==> src/rtl/conv_arb.sv <==
// Round-robin arbiter that time-shares one combinational converter among four
// requesters. A granted code is registered onto conv_a, held for SETTLE cycles,
// then the converter result is captured and offered downstream until accepted.
// Optional feature macro: CONV_ARB_STATS_EN enables the txn_count statistic.
module conv_arb #(
  parameter int unsigned SETTLE = 1
) (
  input  logic        clk,
  input  logic        rst,
  input  logic [3:0]  req_valid,
  input  logic [15:0] req_data,
  output logic [3:0]  req_ready,
  output logic [3:0]  conv_a,
  input  logic [3:0]  conv_b,
  output logic        res_valid,
  output logic [3:0]  res_data,
  output logic [1:0]  res_id,
  input  logic        res_ready,
  output logic        busy,
  output logic [15:0] txn_count
);

  typedef enum logic [1:0] {StIdle, StSettle, StHold} state_e;

  state_e      state_q, state_d;
  logic [1:0]  ptr_q, ptr_d;
  logic [3:0]  conv_a_q, conv_a_d;
  logic [3:0]  res_data_q, res_data_d;
  logic [1:0]  res_id_q, res_id_d;
  logic        res_valid_q, res_valid_d;
  logic [3:0]  cnt_q, cnt_d;

  logic        found;
  logic [1:0]  win;
  logic [1:0]  cand;

  // Round-robin search: first valid requester at or above ptr, wrapping.
  always_comb begin
    found = 1'b0;
    win   = ptr_q;
    cand  = ptr_q;
    for (int i = 0; i < 4; i++) begin
      cand = ptr_q + 2'(i);
      if (!found && req_valid[cand]) begin
        found = 1'b1;
        win   = cand;
      end
    end
  end

  // Grant strobe only in IDLE; suppressed while reset is asserted.
  always_comb begin
    req_ready = '0;
    if (!rst && (state_q == StIdle) && found) begin
      req_ready[win] = 1'b1;
    end
  end

  // Next-state and datapath updates for the transaction FSM.
  always_comb begin
    state_d     = state_q;
    ptr_d       = ptr_q;
    conv_a_d    = conv_a_q;
    res_data_d  = res_data_q;
    res_id_d    = res_id_q;
    res_valid_d = res_valid_q;
    cnt_d       = cnt_q;
    unique case (state_q)
      StIdle: begin
        if (found) begin
          conv_a_d = req_data[{win, 2'b00} +: 4];
          res_id_d = win;
          cnt_d    = 4'(SETTLE - 1);
          state_d  = StSettle;
        end
      end
      StSettle: begin
        if (cnt_q == 4'd0) begin
          res_data_d  = conv_b;
          res_valid_d = 1'b1;
          state_d     = StHold;
        end else begin
          cnt_d = cnt_q - 4'd1;
        end
      end
      StHold: begin
        if (res_ready) begin
          res_valid_d = 1'b0;
          ptr_d       = res_id_q + 2'd1;
          state_d     = StIdle;
        end
      end
      default: state_d = StIdle;
    endcase
  end

  // State registers with synchronous reset; reset aborts any transaction.
  always_ff @(posedge clk) begin
    if (rst) begin
      state_q     <= StIdle;
      ptr_q       <= 2'd0;
      conv_a_q    <= 4'd0;
      res_data_q  <= 4'd0;
      res_id_q    <= 2'd0;
      res_valid_q <= 1'b0;
      cnt_q       <= 4'd0;
    end else begin
      state_q     <= state_d;
      ptr_q       <= ptr_d;
      conv_a_q    <= conv_a_d;
      res_data_q  <= res_data_d;
      res_id_q    <= res_id_d;
      res_valid_q <= res_valid_d;
      cnt_q       <= cnt_d;
    end
  end

`ifdef CONV_ARB_STATS_EN
  logic [15:0] txn_q, txn_d;

  // Count result handshakes, saturating at all-ones.
  always_comb begin
    txn_d = txn_q;
    if ((state_q == StHold) && res_ready && (txn_q != 16'hFFFF)) begin
      txn_d = txn_q + 16'd1;
    end
  end

  // Statistic register.
  always_ff @(posedge clk) begin
    if (rst) begin
      txn_q <= 16'd0;
    end else begin
      txn_q <= txn_d;
    end
  end

  assign txn_count = txn_q;
`else
  assign txn_count = 16'd0;
`endif

  assign conv_a    = conv_a_q;
  assign res_valid = res_valid_q;
  assign res_data  = res_data_q;
  assign res_id    = res_id_q;
  assign busy      = (state_q != StIdle);

endmodule

==> config.mk <==
export PLATFORM = sky130hd
export DESIGN_NAME = conv_arb
export DESIGN_NICKNAME = d
export VERILOG_FILES = /design/src/rtl/conv_arb.sv
export SDC_FILE = /design/constraint.sdc
export NUM_CORES = 1
export LEC_CHECK = 0
export ABC_AREA = 1
export BUFFER_PORTS_ARGS = -buffer_cell sky130_fd_sc_hd__buf_4
export CAP_MARGIN = 20
export CORE_ASPECT_RATIO = 0.8
export CORE_MARGIN = 4
export CORE_UTILIZATION = 44
export CTS_BUF_LIST = sky130_fd_sc_hd__clkbuf_16
export DETAILED_ROUTE_END_ITERATION = 16
export HOLD_SLACK_MARGIN = 0.12
export PLACE_DENSITY = 0.8
export SLEW_MARGIN = 20
export SYNTH_ARGS = -nofsm -noshare
export SYNTH_HDL_FRONTEND = slang
export SYNTH_SLANG_ARGS = --single-unit
export TNS_END_PERCENT = 50
==> constraint.sdc <==
create_clock -name clk -period 1.7 [get_ports clk]
set_input_delay 0.34 -clock clk [delete_from_list [all_inputs] [get_ports clk]]
set_output_delay 0.34 -clock clk [all_outputs]
set_load 0.005 [all_outputs]
==> results of run 1 <==
[cells in the mapped netlist]
library cell / number
nand2_1: 78
nand3_1: 40
dfxtp_1: 19
buf_4: 17
inv_1: 16
nor2_1: 16
nand2_2: 9
o21ai_0: 8
inv_2: 5
a21oi_1: 4
nand2_4: 4
nor3_1: 3
ha_1: 2
nand4_4: 2
o211a_1: 2
a21oi_2: 1
a31oi_1: 1
buf_6: 1
clkbuf_1: 1
clkinv_1: 1
conb_1: 1
nand3_2: 1
nand4_2: 1
nor2_4: 1
nor2_8: 1
o21ai_1: 1
o22ai_1: 1
xor2_1: 1
[what timing repair did]
action / in CTS / in global routing
setup endpoints to repair: 9 / 15
pin swaps: 34 / 25
buffers inserted: 10 / 5
cloned: 1 / 0
resized for setup: 43 / 25
[layer usage]
layer	vias up	GRT usage [%]	part of all wire [%]
met2	88	39.1	49
met3	9	3.81	9.3
met1	841	26.1	40
li1	896	-	-
met5	-	0	0
met4	0	6.20	1.5
[cells by family after synthesis]
group	count (synthesis)	synth area share [%]
AOI/OAI and AO/OA	18	7.02
buffers and inverters	41	14.9
and+or+nand+nor	156	50.5
other	1	0.247
adders and majority gates	2	1.65
xor gates and xnor gates	1	0.578
DFF	19	25.1
[worst paths after layout]
check | endpoint | startpoint | cells after the start
worst min-delay path | state_q[0] | rst | 2
worst max register to register | conv_a[2] | ptr_q[0] | 19
worst max-delay path | req_ready[0] | ptr_q[0] | 12
worst min register to register | cnt_q[2] | cnt_q[2] | 2
[cell type report]
type,count,share of cell area [%]
Sequential cell,19,15.6
Timing Repair Buffer,78,25.8
Inverter,22,3.88
Clock inverter,1,0.151
Clock buffer,3,3.02
Tap cell,40,2.02
Multi-Input combinational cell,193,49.5
[stage by stage]
stage	std cells	util, %
floorplan	253	-
global placement	340	63.8
detailed placement	340	63.8
CTS	355	74.3
global route	356	77.6
finish	356	77.6
[flip-flops by register name, indices dropped and copies added, names as in the netlist]
register	count
cnt_q	4
res_data	4
ptr_q	2
res_id	2
res_valid	1
state_q	2
conv_a	4
[power by group]
part           total (W)  switching [W]  internal [W]  leakage, nW
sequential      0.000745       0.000119      0.000625        0.158
combinational    0.00240        0.00133       0.00108         1.10
clock           0.000466       0.000153      0.000312       0.0423
total            0.00361        0.00160       0.00201         1.30
==> run metrics, run 1 <==
status=finished, violations left; failing checks=negative setup slack; number of distinct library cells after synthesis=28; worst-path cell chain=buf_12 > nand2_4 > nand2_4 > nand2_4 > nand2_8 > nor2_8 > nand3_2 > nand2_4 > nor2_4 > inv_4 > nor3_4 > buf_4; worst path buffer plus inverter count=3; number of max-cap violations=0; Post-CTS Hold Fix Bufs=0; Die Ht=60.5 µm; TritonCTS buffer count=3; hpwl dp=3.05 mm; area leader, netlist=dfxtp_1; Fmax=449 MHz; DRC Markers=0; die width=73.6 µm; worst hold path type=in -> reg; Final ANT Viol Nets=0; Vias/cell=5.15; First DRT Iteration DRCs=109; Final min period=2.23 ns; largest net degree at the start of global routing=16; vias=1834; Critical Path End Type=output port; antenna cells=0; clk_lat worst skew=0.25 ns; Root Driver=clkbuf_16; setup TNS=-4.08 ns; total congestion overflow=0; total track usage=21.5%; final hold violations=0; gpl congestion=0.944; Slowest-stage cell, CP=dfxtp_4; initial antenna violation count=0; P&R area growth vs syn=63.8%; register area share after synthesis=25.1%; Syn. warnings=0; # setup viols final=14; # clock sinks=19; Fin Clk Skew=0.00167 ns; peak supply drop=1.04 mV; Initial Util=47.4%; CTS tree=yes; fillcell total=221; multi-input logic area=1230 µm²; Pwr per Cell Area=1460 nW/µm²; Worst Path Max Fanout=6; critical path arrival=1.89 ns; number of global-route vias before repair=1651; most frequent cells in the layout=70 x buf_4, 48 x nand2_1, 27 x nand3_1; fraction of layout instances using a drive strength above 1=49.4%; Tot Pwr=0.00361 W; H-tree depth=1; CP top delay family=simple AND/OR/NAND/NOR gates; Crit path required time=1.36 ns; internal reg-to-reg setup slack=-0.40 ns; synthesized cell area=1520 µm²; delay of the slowest cell on the worst path=0.41 ns; setup slack after layout=-0.526 ns; crit path launch type=flip-flop; Max clock buf depth=2; unrepaired setup endpoints after global routing=yes; number of placement rows=18; Core Footprint=3200 µm²; FF/Latch Area=388 µm²; final instance area=2480 µm²; most frequent cell on the critical path=nand2_4; die area=4450 µm²; # IOs=59; synth top area cells=dfxtp_1 25%, nand2_1 19%, nand3_1 13%; number of iterations in the first detailed-routing pass=4; share of the synthesized area in the top cell type=25.1%; first-pass GRT wire length=7.45 mm; Avg Cell Area, Syn=6.37 µm²; WL/cell=14.2 µm; Leak=1.30 nW; max-slew violation count=0; dpl ws=-0.272 ns; Yosys reg bits=19; # nets final=346; drt total wl=5.06 mm; DP Area=2040 µm²; final hold slack=0.298 ns; Mapped Cells=238; clock-pin slew on the worst setup and hold paths=0.05 ns; most common cell after layout, fill and taps aside=buf_4; WS Path Type=reg -> out; IO Port Bufs=42; Tcrit/Tclk final=131%
(Power assumes the default switching activity.)
==> inputs of run 2 (changes only) <==
--- a/config.mk
+++ b/config.mk
@@ -6,15 +6,16 @@
 export NUM_CORES = 1
 export LEC_CHECK = 0
 export ABC_AREA = 1
-export BUFFER_PORTS_ARGS = -buffer_cell sky130_fd_sc_hd__buf_4
 export CAP_MARGIN = 20
 export CORE_ASPECT_RATIO = 0.8
 export CORE_MARGIN = 4
-export CORE_UTILIZATION = 44
+export CORE_UTILIZATION = 57
 export CTS_BUF_LIST = sky130_fd_sc_hd__clkbuf_16
+export CTS_CLUSTER_DIAMETER = 120
 export DETAILED_ROUTE_END_ITERATION = 16
+export DONT_BUFFER_PORTS = 1
 export HOLD_SLACK_MARGIN = 0.12
-export PLACE_DENSITY = 0.8
+export PLACE_DENSITY = 0.79
 export SLEW_MARGIN = 20
 export SYNTH_ARGS = -nofsm -noshare
 export SYNTH_HDL_FRONTEND = slang
==> run 2 against run 1 <==
Effect of this change: the flow still finishes with violations (negative setup slack); first-iteration DRC count shrank 35%; final area shrank 19%; die area shrank 20%; power shrank 12%; via count shrank 13%; register-to-register slack gained 0.14 ns; non-clock buffer count shrank 43; sequential cell count is the same; largest cell class unchanged; clock power grew 2%; sequential share of layout area grew 3.6 points; routed wire length shrank 19%; critical endpoint unchanged.
==> run metrics, run 2 (synthesis gave the netlist of run 1 again) <==
First DRT Iteration DRCs=71; clock-pin slew on the worst setup and hold paths=0.05 ns; DP Area=1730 µm²; Critical Path End Type=output port; hpwl dp=2.86 mm; total congestion overflow=0; initial antenna violation count=0; die width=65.6 µm; # nets final=303; die area=3550 µm²; TritonCTS buffer count=3; number of iterations in the first detailed-routing pass=6; Util after Layout=80.8%; # setup viols final=10; clk_lat worst skew=0.25 ns; peak supply drop=1.12 mV; Fmax=477 MHz; total track usage=23.9%; fillcell total=173; Slowest-stage cell, CP=dfxtp_4; final instance area=2020 µm²; max-slew violation count=0; # clock sinks=19; Root Driver=clkbuf_16; # IOs=59; drt total wl=4.09 mm; number of max-cap violations=0; crit path launch type=flip-flop; Tot Pwr=0.00317 W; P&R area growth vs syn=33.4%; fraction of layout instances using a drive strength above 1=36.6%; largest net degree at the start of global routing=16; Core Footprint=2500 µm²; vias=1602; critical path arrival=1.76 ns; Die Ht=54.1 µm; worst hold path type=in -> reg; number of global-route vias before repair=1434; first-pass GRT wire length=6.49 mm; antenna cells=0; DRC Markers=0; Post-CTS Hold Fix Bufs=0; WL/cell=13.2 µm; Leak=1.04 nW; Crit path required time=1.36 ns; gpl congestion=0.905; Initial Util=60.5%; placed cells=295; Final ANT Viol Nets=0; final hold violations=0; worst-path cell chain=buf_6 > nand2_1 > nand2_2 > nand2_2 > nand2_4 > nor2_8 > nand3_2 > nand2_4 > nor2_4 > inv_4 > nor3_4; WS Path Type=reg -> out; unrepaired setup endpoints after global routing=yes; Fin Clk Skew=0.00199 ns; Worst Path Max Fanout=8; H-tree depth=1; status=finished, violations left; failing checks=negative setup slack; number of placement rows=16; Tcrit/Tclk final=123%; setup slack after layout=-0.395 ns; CTS tree=yes; Max clock buf depth=2; delay of the slowest cell on the worst path=0.39 ns; most common cell after layout, fill and taps aside=nand2_1; Final min period=2.10 ns; Pwr per Cell Area=1570 nW/µm²; Finished Layout Cells=309; IO Port Bufs=0; Vias/cell=5.18; most frequent cells in the layout=57 x nand2_1, 34 x nand3_1, 31 x buf_4
[run 2: cell count changes in the layout (fill, tap and decap cells not counted), sizes merged]
cell    before  now
buf         78   35
clkinv       1    2
inv         22   21
[run 2: final timing paths]
| check | endpoint | start | cells after the start | slack, ns |
|---|---|---|---|---|
| worst max-delay path | req_ready[0] | ptr_q[0] | 11 | -0.40 |
| worst max register to register | res_id[1] | ptr_q[0] | 17 | -0.26 |
| worst min register to register | cnt_q[2] | cnt_q[2] | 2 | 0.48 |
| worst min-delay path | state_q[0] | rst | 1 | 0.16 |
[run 2: timing repair]
| item | 4_1_cts | 5_1_grt |
|---|---|---|
| buffers inserted | 9 | 1 |
| endpoints found under the setup margin | 10 | 14 |
| gates resized for setup | 33 | 9 |
| pin swaps | 24 | 2 |
[run 2: area by class of cell]
cell class | count | area, µm² | share of cell area (%)
sequential | 19 | 388 | 19.2
tap | 36 | 45.0 | 2.23
inverter | 22 | 98.8 | 4.89
clock buffer | 3 | 75.1 | 3.71
timing repair buffer | 35 | 287 | 14.2
clock inverter | 1 | 5.00 | 0.248
multi-input combinational | 193 | 1120 | 55.6
[run 2: stage by stage]
| stage | hold WS [ns] | setup TNS, ns | worst slack, ns |
|---|---|---|---|
| after floorplan | 0.412 | -0.164 | -0.0496 |
| after global placement | 0.414 | -0.639 | -0.130 |
| after detailed placement | 0.415 | -0.923 | -0.207 |
| after CTS | 0.155 | -2.02 | -0.339 |
| after global routing | 0.147 | -3.74 | -0.481 |
| final | 0.157 | -2.42 | -0.395 |
[run 2: worst max-delay path, delay by kind of cell, from the launching register on]
family	cells	cell delay (ns)
simple gates	9	0.89
buf+inv	2	0.23
flops	1	0.39
[run 2: power by group]
group / switching, W / internal, W / total, W
Clock: 0.000159 / 0.000315 / 0.000473
Sequential: 0.000141 / 0.000626 / 0.000767
Combinational: 0.00115 / 0.000782 / 0.00193
[run 2: per-layer routing]
layer  track usage [%]  share of wire, %  vias to the layer above
met4              3.79              0.98                        0
li1                  -                 -                      807
met5                 0                 0                        -
met1              28.2                40                      712
met2              43.1                48                       79
met3              7.93                11                        4
==> inputs of run 3 (changes only) <==
--- a/config.mk
+++ b/config.mk
@@ -9,13 +9,13 @@
 export CAP_MARGIN = 20
 export CORE_ASPECT_RATIO = 0.8
 export CORE_MARGIN = 4
-export CORE_UTILIZATION = 57
+export CORE_UTILIZATION = 45
 export CTS_BUF_LIST = sky130_fd_sc_hd__clkbuf_16
-export CTS_CLUSTER_DIAMETER = 120
+export CTS_CLUSTER_DIAMETER = 60
 export DETAILED_ROUTE_END_ITERATION = 16
 export DONT_BUFFER_PORTS = 1
 export HOLD_SLACK_MARGIN = 0.12
-export PLACE_DENSITY = 0.79
+export PLACE_DENSITY = 0.66
 export SLEW_MARGIN = 20
 export SYNTH_ARGS = -nofsm -noshare
 export SYNTH_HDL_FRONTEND = slang
==> run 3 against run 2 <==
Effect of this change: the flow still finishes with violations (negative setup slack); highest routed layer unchanged; clock skew up 0.0031 ns; worst setup slack worse by 0.055 ns; die area up 23%; fmax down 2.6%; first-iteration DRC count down 35%; power up 2.4%; critical path type unchanged; sequential power down 0.7%; cell count down 0.97%; register-to-register slack better by 0.14 ns.
==> run metrics, run 3 (synthesis gave the netlist of run 1 again) <==
setup slack after layout=-0.450 ns; internal reg-to-reg setup slack=-0.12 ns; final hold violations=0; number of iterations in the first detailed-routing pass=4; number of placement rows=18; # IOs=59; Fmax=465 MHz; Fin Clk Skew=0.00506 ns; # nets final=296; antenna cells=0; Crit path required time=1.36 ns; clock-pin slew on the worst setup and hold paths=0.06 ns; Final ANT Viol Nets=0; CTS tree=yes; most frequent cells in the layout=53 x nand2_1, 31 x nand3_1, 24 x buf_4; placed cells=296; Root Driver=clkbuf_16; vias=1522; most common cell after layout, fill and taps aside=nand2_1; unrepaired setup endpoints after global routing=yes; crit path launch type=flip-flop; Post-CTS Hold Fix Bufs=0; P&R area growth vs syn=37.7%; Pwr per Cell Area=1560 nW/µm²; critical path arrival=1.81 ns; Critical Path End Type=output port; most frequent cell on the critical path=nand2_4; Vias/cell=4.97; first-pass GRT wire length=5.72 mm; worst hold path type=in -> reg; Finished Layout Cells=306; GR peak layer=met2; TritonCTS buffer count=3; peak supply drop=1.08 mV; total track usage=16.6%; number of global-route vias before repair=1262; # clock sinks=19; Core Footprint=3150 µm²; Util after Layout=66.2%; final hold slack=0.152 ns; fraction of layout instances using a drive strength above 1=37.6%; Worst Path Max Fanout=11; Max clock buf depth=2; status=finished, violations left; hpwl dp=2.84 mm; met2 Use GR=25.6%; met1 Usage GRT=22.7%; largest net degree at the start of global routing=16; max-slew violation count=0; WS Path Type=reg -> out; total congestion overflow=0; die width=72.9 µm; worst-path cell chain=inv_6 > nand2_1 > nand2_4 > nand2_4 > nand2_8 > nor2_8 > nand3_4 > nand2_2 > nand2_2 > nand2_4 > nand2_4 > nor2_4; die area=4370 µm²; met3 usage=6.55%; clk_lat worst skew=0.25 ns; Final min period=2.15 ns; number of max-cap violations=0; H-tree depth=1; DRC Markers=0; failing checks=negative setup slack; # setup viols final=13; First DRT Iteration DRCs=46; Die Ht=59.9 µm; Slowest-stage cell, CP=dfxtp_4; WL/cell=13.4 µm; IO Port Bufs=0; Initial Util=48.1%; Leak=1.04 nW; drt total wl=4.09 mm; gpl congestion=0.890; Tcrit/Tclk final=126%; CP top delay family=simple AND/OR/NAND/NOR gates; initial antenna violation count=0; delay of the slowest cell on the worst path=0.40 ns; worst path buffer plus inverter count=1
## run 3: cell count changes in the layout (fill, tap and decap cells not counted), sizes merged
cell and change:
buf -8, clkinv -2, clkbuf +1, clkinvlp +1, inv +1
## run 3: layout make-up
class	instances	area, µm²
Fill cell	271	1070
Clock inverter	1	7.51
Inverter	22	95.1
Clock buffer	3	75.1
Sequential cell	19	388
Tap cell	40	50.0
Timing Repair Buffer	28	248
Multi-Input combinational cell	193	1220
## run 3: power by group
group | switching (W) | internal, W
clock | 0.000167 | 0.000318
combinational | 0.00120 | 0.000804
sequential | 0.000137 | 0.000626
## run 3: worst paths after layout
| path | from | endpoint | cells after the start |
|---|---|---|---|
| max | ptr_q[0] | req_ready[3] | 12 |
| min | rst | state_q[1] | 1 |
| max reg2reg | ptr_q[0] | cnt_q[3] | 14 |
| min reg2reg | cnt_q[2] | cnt_q[2] | 2 |
## run 3: routing by layer
layer / vias to the layer above / routed length [µm] / part of all wire (%)
met3: 4 / 372 / 9.1
met1: 666 / 1830 / 45
met5: - / 0 / 0
met4: 0 / 43 / 1.1
li1: 794 / - / -
met2: 58 / 1840 / 45
## run 3: timing repair
action	CTS	global route
pin swaps	6	28
buffers inserted	3	5
endpoints found under the setup margin	11	15
gates resized for setup	12	47
gates cloned	0	1
## run 3: through the flow
stage	TNS, ns	area [µm²]	power (W)	setup WS [ns]
2_1_floorplan	-0.164	1630	0.00189	-0.0496
3_3_place_gp	-0.912	1710	0.00233	-0.159
3_5_place_dp	-1.10	1710	0.00235	-0.191
4_1_cts	-1.79	1850	0.00292	-0.377
5_1_grt	-4.01	2090	0.00352	-0.535
6_report	-2.46	2090	0.00325	-0.450
